## src/rtl/nibbler_pkg.sv

```systemverilog
// nibbler_pkg: shared nibble-bus width and out_arb state encoding
package nibbler_pkg;
  localparam int NIBBLE_W = 4;
  typedef enum logic [1:0] {OA_IDLE, OA_WRITE, OA_HOLD} out_arb_state_t;
endpackage

```

## src/rtl/out_arb_rr_pick.sv

```systemverilog
// out_arb_rr_pick: combinational round-robin picker, search starts at ptr and wraps
module out_arb_rr_pick #(
  parameter int NREQ = 4,
  parameter int ID_W = $clog2(NREQ)
) (
  input  logic [NREQ-1:0] req,
  input  logic [ID_W-1:0] ptr,
  output logic [NREQ-1:0] gnt,
  output logic [ID_W-1:0] idx,
  output logic            any
);
  logic [ID_W-1:0] j;
  // descending scan so the candidate closest to ptr is written last and wins
  always_comb begin
    idx = '0;
    j = '0;
    for (int k = NREQ - 1; k >= 0; k--) begin
      j = ID_W'((int'(ptr) + k) % NREQ);
      if (req[j]) idx = j;
    end
  end
  assign any = |req;
  assign gnt = any ? NREQ'(1) << idx : '0;
endmodule

```

## src/rtl/out_arb.sv

```systemverilog
// out_arb: round-robin LED nibble writer with post-write hold-off; OUT_ARB_PRIORITY_EN makes requester 0 strict-priority
module out_arb
  import nibbler_pkg::*;
#(
  parameter int NREQ        = 4,
  parameter int HOLD_CYCLES = 8,
  parameter int ID_W        = $clog2(NREQ)
) (
  input  logic                     clk,
  input  logic                     reset,
  input  logic [NREQ-1:0]          req_valid,
  input  logic [NIBBLE_W*NREQ-1:0] req_data,
  output logic [NREQ-1:0]          req_ready,
  output logic                     out_en,
  output logic [NIBBLE_W-1:0]      out_d,
  output logic [ID_W-1:0]          grant_id,
  output logic                     busy
);
  localparam int CNT_W = HOLD_CYCLES > 0 ? $clog2(HOLD_CYCLES + 1) : 1;
  out_arb_state_t state_q;
  logic [ID_W-1:0] ptr_q, ptr_d, next_ptr, pick_idx, win_idx;
  logic [CNT_W-1:0] cnt_q;
  logic [NREQ-1:0] pick_gnt, win_gnt;
  logic pick_any, accept;
  out_arb_rr_pick #(.NREQ(NREQ), .ID_W(ID_W)) u_pick (
    .req(req_valid),
    .ptr(ptr_q),
    .gnt(pick_gnt),
    .idx(pick_idx),
    .any(pick_any)
  );
  assign next_ptr = pick_idx == ID_W'(NREQ - 1) ? '0 : pick_idx + ID_W'(1);
`ifdef OUT_ARB_PRIORITY_EN
  // requester 0 bypasses the rotation and leaves the pointer where it was
  assign win_idx = req_valid[0] ? '0 : pick_idx;
  assign win_gnt = req_valid[0] ? NREQ'(1) : pick_gnt;
  assign ptr_d   = req_valid[0] ? ptr_q : next_ptr;
`else
  assign win_idx = pick_idx;
  assign win_gnt = pick_gnt;
  assign ptr_d   = next_ptr;
`endif
  assign accept    = !reset && state_q == OA_IDLE && pick_any;
  assign req_ready = accept ? win_gnt : '0;
  always_ff @(posedge clk) begin
    if (reset) begin
      state_q  <= OA_IDLE;
      ptr_q    <= '0;
      cnt_q    <= '0;
      out_en   <= 1'b0;
      out_d    <= '0;
      grant_id <= '0;
      busy     <= 1'b0;
    end else begin
      case (state_q)
        OA_IDLE: if (accept) begin
          out_d    <= req_data[win_idx*NIBBLE_W +: NIBBLE_W];
          grant_id <= win_idx;
          ptr_q    <= ptr_d;
          out_en   <= 1'b1;
          busy     <= 1'b1;
          state_q  <= OA_WRITE;
        end
        OA_WRITE: begin
          out_en  <= 1'b0;
          cnt_q   <= CNT_W'(HOLD_CYCLES > 0 ? HOLD_CYCLES - 1 : 0);
          busy    <= HOLD_CYCLES > 0;
          state_q <= HOLD_CYCLES > 0 ? OA_HOLD : OA_IDLE;
        end
        OA_HOLD: begin
          cnt_q <= cnt_q - CNT_W'(1);
          if (cnt_q == '0) begin
            busy    <= 1'b0;
            state_q <= OA_IDLE;
          end
        end
        default: state_q <= OA_IDLE;
      endcase
    end
  end
endmodule

```

## config.mk

```make
export PLATFORM = sky130hd
export DESIGN_NAME = out_arb
export DESIGN_NICKNAME = d
export VERILOG_FILES = /design/src/rtl/nibbler_pkg.sv /design/src/rtl/out_arb_rr_pick.sv /design/src/rtl/out_arb.sv
export SDC_FILE = /design/constraint.sdc
export NUM_CORES = 1
export LEC_CHECK = 0
export ABC_CLOCK_PERIOD_IN_PS = 3400
export BUFFER_PORTS_ARGS = -buffer_cell sky130_fd_sc_hd__buf_4
export CAP_MARGIN = 40
export CORE_UTILIZATION = 54
export CTS_CLUSTER_DIAMETER = 120
export DETAILED_ROUTE_END_ITERATION = 8
export PLACE_DENSITY = 0.86
export SLEW_MARGIN = 20
export SYNTH_ARGS = -nofsm -noshare
export SYNTH_HDL_FRONTEND = slang
export SYNTH_HIERARCHICAL = 1
export SYNTH_SLANG_ARGS = --single-unit
```

## constraint.sdc

```tcl
create_clock -name clk -period 3.4 [get_ports clk]
set_input_delay 0.17 -clock clk [delete_from_list [all_inputs] [get_ports clk]]
set_output_delay 0.17 -clock clk [all_outputs]
set_load 0.02 [all_outputs]
```

==> metrics, run 1 <==
outcome=completed; final-report setup violation count=0; routability cong.=0.751; Die Area=2310 µm²; Initial Utilization=0.578; Synth top cells by count=nand2_1, dfxtp_1, a21oi_1; Seq pwr share=0.355; post_cts resized=0; Antenna Nets Post-Route=0; Ant. Diodes=0; switching part of the total=0.394; met2 Use GR=0.481; Power Density=571 nW/µm²; met1 Usage GRT=0.284; port bufs=33; post-CTS setup buffers=0; I/O Pins=34; NumNets Final=190; area leader, netlist=dfxtp_1; Seq cells post-synth=16; drt total wl=2.57 mm; maximum vdd ir drop=371 µV; initial antenna violation count=0; Synth top area share=0.280; post-route cell area=1380 µm²; Clk Latency, worst-skew pair=0.29 ns; Critical Path RT=3.58 ns; Clock Tree Buf Depth=2; asr flop ratio synth=0; top cells by area, synth=dfxtp_1, mux4_2, ha_1; first-iteration detailed-routing DRC count=30; # clock sinks=16; number of global-route vias before repair=1005; yosys warns=6; most common cell in the netlist=nand2_1; register area share after synthesis=0.280; CP Capture Type=flop; total number of vias=1054; final hold viol count=0; Max Slew Vio Count=0; # Max-Cap Violations=0; drt drc=0; Mapped Avg Cell Area=8.61 µm²; largest net degree at the start of global routing=25; unrepaired setup endpoints after global routing=no; min-delay worst type=primary input to flop; Worst Tran Pin Value=0.433 ns; Post-DP HPWL=1.95 mm; layout cells sized above 1=0.325; Net Switching=311 µW; Area Growth Syn to Fin=20.9%; DR WL/cell=13.7 µm; Worst EP arrival=2.29 ns; # H-tree levels=1; setup TNS=0 ns; crit path max fanout=12; Int Power=479 µW; CTS tree=done; cts bufs inserted=3; CTS hold repair buffers=0; critical path class=flop to flop; # rows=16; clk slew on worst S/H paths=0.10 ns; Logic pwr share=0.481; post-synth cell types=41; number of vias per cell=5.64; placed cell areas=1340 µm²; Die H=48.0 µm; mapped cell area=1140 µm²; grt met3 use=0.0491; Mapped Cells=133; busiest layer in global routing=met2; 1st-pass router iterations=4; core area=1980 µm²; slew margin rel.=0.710; post-synth net total=162; Top FF cell, synth=dfxtp_1; Root Buffer=clkbuf_4; Critical Path Source Type=flop; Leak=0.000615 µW; Overflow after GRT=0; Total GRT Usage=0.255; number of synthesized flops with an enable pin=0; DIE WIDTH=48.0 µm; min Tclk post-route=2.11 ns; period utilisation layout=0.620; max frequency=0.474 GHz; skew final=0.00248 ns; clock share of power=0.164; first-pass GRT wire length=4.05 mm
logic make-up (layout without fill, tap and decap cells):
logic type	after synthesis	after routing	share of synthesized area
simple gates	45	45	0.207
flops	16	16	0.280
buf+inv	20	47	0.105
mux	7	7	0.105
fa+ha+maj	7	7	0.0765
compound gates	38	38	0.227
power by group through the flow:
stage	combinational, µW	clock [µW]	sequential [µW]
detailed placement	372	0	284
global route	419	141	287
CTS	375	133	280
global placement	359	0	280
floorplan	270	0	296
finish	380	129	280
worst paths after layout:
| check | startpoint | end | slack (ns) | depth (start not counted) |
|---|---|---|---|---|
| min reg2reg | grant_id[1] | grant_id[1] | 0.46 | 2 |
| max | ptr_q[1] | out_d[3] | 1.29 | 7 |
| min | reset | grant_id[1] | 0.21 | 2 |
| max reg2reg | ptr_q[1] | out_d[3] | 1.29 | 7 |
cell usage in the layout, fill, tap and decap left out, types with 2 or more instances in the layout:
cell,n
dfxtp_1,16
or2b_2,3
buf_4,33
nor2_1,7
clkbuf_4,4
and2_1,2
mux4_2,4
o221a_2,2
mux2i_1,3
o21ai_0,4
a21oi_1,15
nor3b_1,4
nand2b_1,4
inv_1,9
ha_1,7
nand2_1,18
nand3_1,2
o21ai_1,3
metrics by stage:
step	std cells	util	total power (µW)	setup slack, ns	hold WS (ns)
floorplan	133	-	567	1.59	0.344
global route	187	0.698	847	1.10	0.223
detailed placement	182	0.676	656	1.07	0.450
CTS	186	0.694	788	1.05	0.196
finish	187	0.698	790	1.29	0.208
global placement	182	0.676	639	1.11	0.449
area by class of cell:
cell class,count,area (µm²)
sequential,16,320
inverter,9,33.8
multi-input combinational,97,704
fill,156,598
timing repair buffer,34,255
clock buffer,4,36.3
tap,27,33.8
sequential cells by signal, indices dropped and copies added (netlist names):
signal / cells
cnt_q: 4
out_d: 4
grant_id: 2
ptr_q: 2
state_q: 2
busy: 1
out_en: 1
metal layers:
layer	wire length (µm)	part of all wire
met2	1360	0.53
met3	99	0.039
met5	0	0
met4	13	0.0051
met1	1100	0.43
critical path, stage by stage (launching register included):
cell	delay, ns
dfxtp_1	0.54
mux2i_1	0.23
o22ai_1	0.09
a31oi_1	0.24
clkbuf_4	0.26
mux4_2	0.50
nand2_1	0.08
a21oi_1	0.06
Power figures use the tool's default switching activity.
==> run 2: changes to the inputs <==
- ABC_CLOCK_PERIOD_IN_PS: 3400 -> 1750
- CORE_UTILIZATION: 54 -> 46
- PLACE_DENSITY: 0.86 -> 0.78
- clock period: 3.4 -> 1.75 ns (I/O delays scaled with it)
==> run 2 against run 1 <==
Against the previous run: core utilization shrank 6.5 points; wire length decreased by 3.8%; first-iteration DRC count shrank 20%; worst setup slack lost 1.3 ns; non-clock buffer count is 5 higher; clock power rose by 91%; register-to-register slack worse by 1.3 ns; global-route usage shrank 5.0 points; sequential power grew 93%; the flow now finishes with violations (setup timing); final cell count grew 3.2%; largest cell class unchanged; count of clock-buffer cells in the layout unchanged.
==> metrics, run 2 (same netlist as run 1, synthesis figures left out) <==
port bufs=33; Die H=51.9 µm; multi-input logic area=717 µm²; Power Density=1110 nW/µm²; outcome=finished with violations; first-iteration detailed-routing DRC count=24; filler cell count=197; # Max-Cap Violations=0; min Tclk post-route=1.77 ns; layout cells sized above 1=0.382; failing checks=setup timing; skew final=0.00624 ns; total number of vias=1053; final worst setup slack=-0.0242 ns; slowest stage delay, CP=0.37 ns; setup TNS=-0.0266 ns; Die Area=2690 µm²; busiest layer in global routing=met2; min-delay worst type=primary input to flop; Worst Path Buf+Inv=4; crit-path cells=buf_4 -> inv_1 -> a31oi_1 -> buf_4 -> buf_4 -> ha_1 -> or3_1 -> a21oi_2; 1st-pass router iterations=4; drt total wl=2.47 mm; Post-Route Utilization=0.633; # H-tree levels=1; Total GRT Usage=0.206; met2 Use GR=0.365; leading cell type in the layout, fill and taps excluded=buf_4; # clock sinks=16; final-report setup violation count=2; unrepaired setup endpoints after global routing=yes; Worst EP arrival=2.00 ns; met1 Usage GRT=0.249; core area=2280 µm²; CP most frequent cell=buf_4; Tot Pwr=1600 µW; Clk Latency, worst-skew pair=0.29 ns; period utilisation layout=1.01; Ant. Diodes=0; Critical Path Source Type=flop; Top Registers=cnt_q x4, out_d x4; final hold viol count=0; most frequent cells in the layout=buf_4, nand2_1, dfxtp_1, a21oi_1, inv_1; crit path max fanout=8; CP Capture Type=flop; first-pass GRT wire length=4.19 mm; Sequential Area=325 µm²; Area Growth Syn to Fin=25.8%; CP max-delay cell=dfxtp_4; drt drc=0; Overflow after GRT=0; slew margin rel.=0.782; Initial Utilization=0.503; crit-path leading delay family=buffers and inverters; largest net degree at the start of global routing=25; Max Slew Vio Count=0; NumNets Final=195; # rows=17; CTS hold repair buffers=0; Leak=0.000640 µW; I/O Pins=34; initial antenna violation count=0; Critical Path RT=1.98 ns; Antenna Nets Post-Route=0; Clock Tree Buf Depth=2; max frequency=0.564 GHz; cts bufs inserted=3; critical path class=flop to flop; Root Buffer=clkbuf_4; Post-DP HPWL=1.84 mm; number of vias per cell=5.46; DIE WIDTH=51.9 µm; grt met3 use=0.0614; Worst Tran Pin Value=0.327 ns; routability cong.=0.777; CTS tree=done; number of global-route vias before repair=1010; maximum vdd ir drop=721 µV; DR WL/cell=12.8 µm; clk slew on worst S/H paths=0.10 ns
## run 2: cell count changes in the layout (fill, tap and decap cells not counted), sizes merged
cell	delta
buf	+6
clkbuf	-1
## run 2: final cells by class
class,count,share of cell area
tap,28,0.0243
multi-input combinational,97,0.498
inverter,9,0.0235
clock buffer,4,0.0252
timing repair buffer,39,0.203
sequential,16,0.226
## run 2: per-stage QoR
| step | std cells | cell area (µm²) | worst slack (ns) | hold slack [ns] |
|---|---|---|---|---|
| 6_report | 193 | 1440 | -0.0242 | 0.127 |
| 5_1_grt | 193 | 1440 | -0.0955 | 0.136 |
| 4_1_cts | 192 | 1420 | 0.000650 | 0.115 |
| 3_5_place_dp | 188 | 1380 | 0.0245 | 0.435 |
| 3_3_place_gp | 188 | 1380 | 0.0702 | 0.427 |
| 2_1_floorplan | 133 | 1150 | -0.0221 | 0.262 |
## run 2: worst reg2reg max path, delay by kind of cell (launching register included)
kind | cells | cell delay, ns
compound gates | 2 | 0.23
fa+ha+maj | 1 | 0.17
simple gates | 1 | 0.36
flops | 1 | 0.37
buf+inv | 4 | 0.57
## run 2: report_power, final
group / leakage [µW] / internal (µW) / switching, µW / total [µW]
clock: 0.0000210 / 127 / 120 / 247
sequential: 0.000133 / 458 / 81.0 / 539
combinational: 0.000486 / 399 / 411 / 809
total: 0.000640 / 984 / 612 / 1600
## run 2: timing repair
action	in CTS	in global routing
setup buffers	0	1
gates resized for setup	1	5
cloned	0	0
pin swaps	0	0
setup endpoints to repair	4	9
## run 2: final timing paths
check / startpoint / to / slack [ns] / cells past startpoint
max: ptr_q[1] / ptr_q[0] / -0.02 / 8
min: reset / ptr_q[0] / 0.13 / 2
max reg2reg: ptr_q[1] / ptr_q[0] / -0.02 / 8
min reg2reg: grant_id[0] / grant_id[0] / 0.46 / 2
## run 2: routing by layer
| layer | wire (µm) | up-vias |
|---|---|---|
| li1 | - | 528 |
| met1 | 1120 | 490 |
| met2 | 1210 | 35 |
| met3 | 140 | 0 |
| met4 | 0 | 0 |
| met5 | 0 | - |
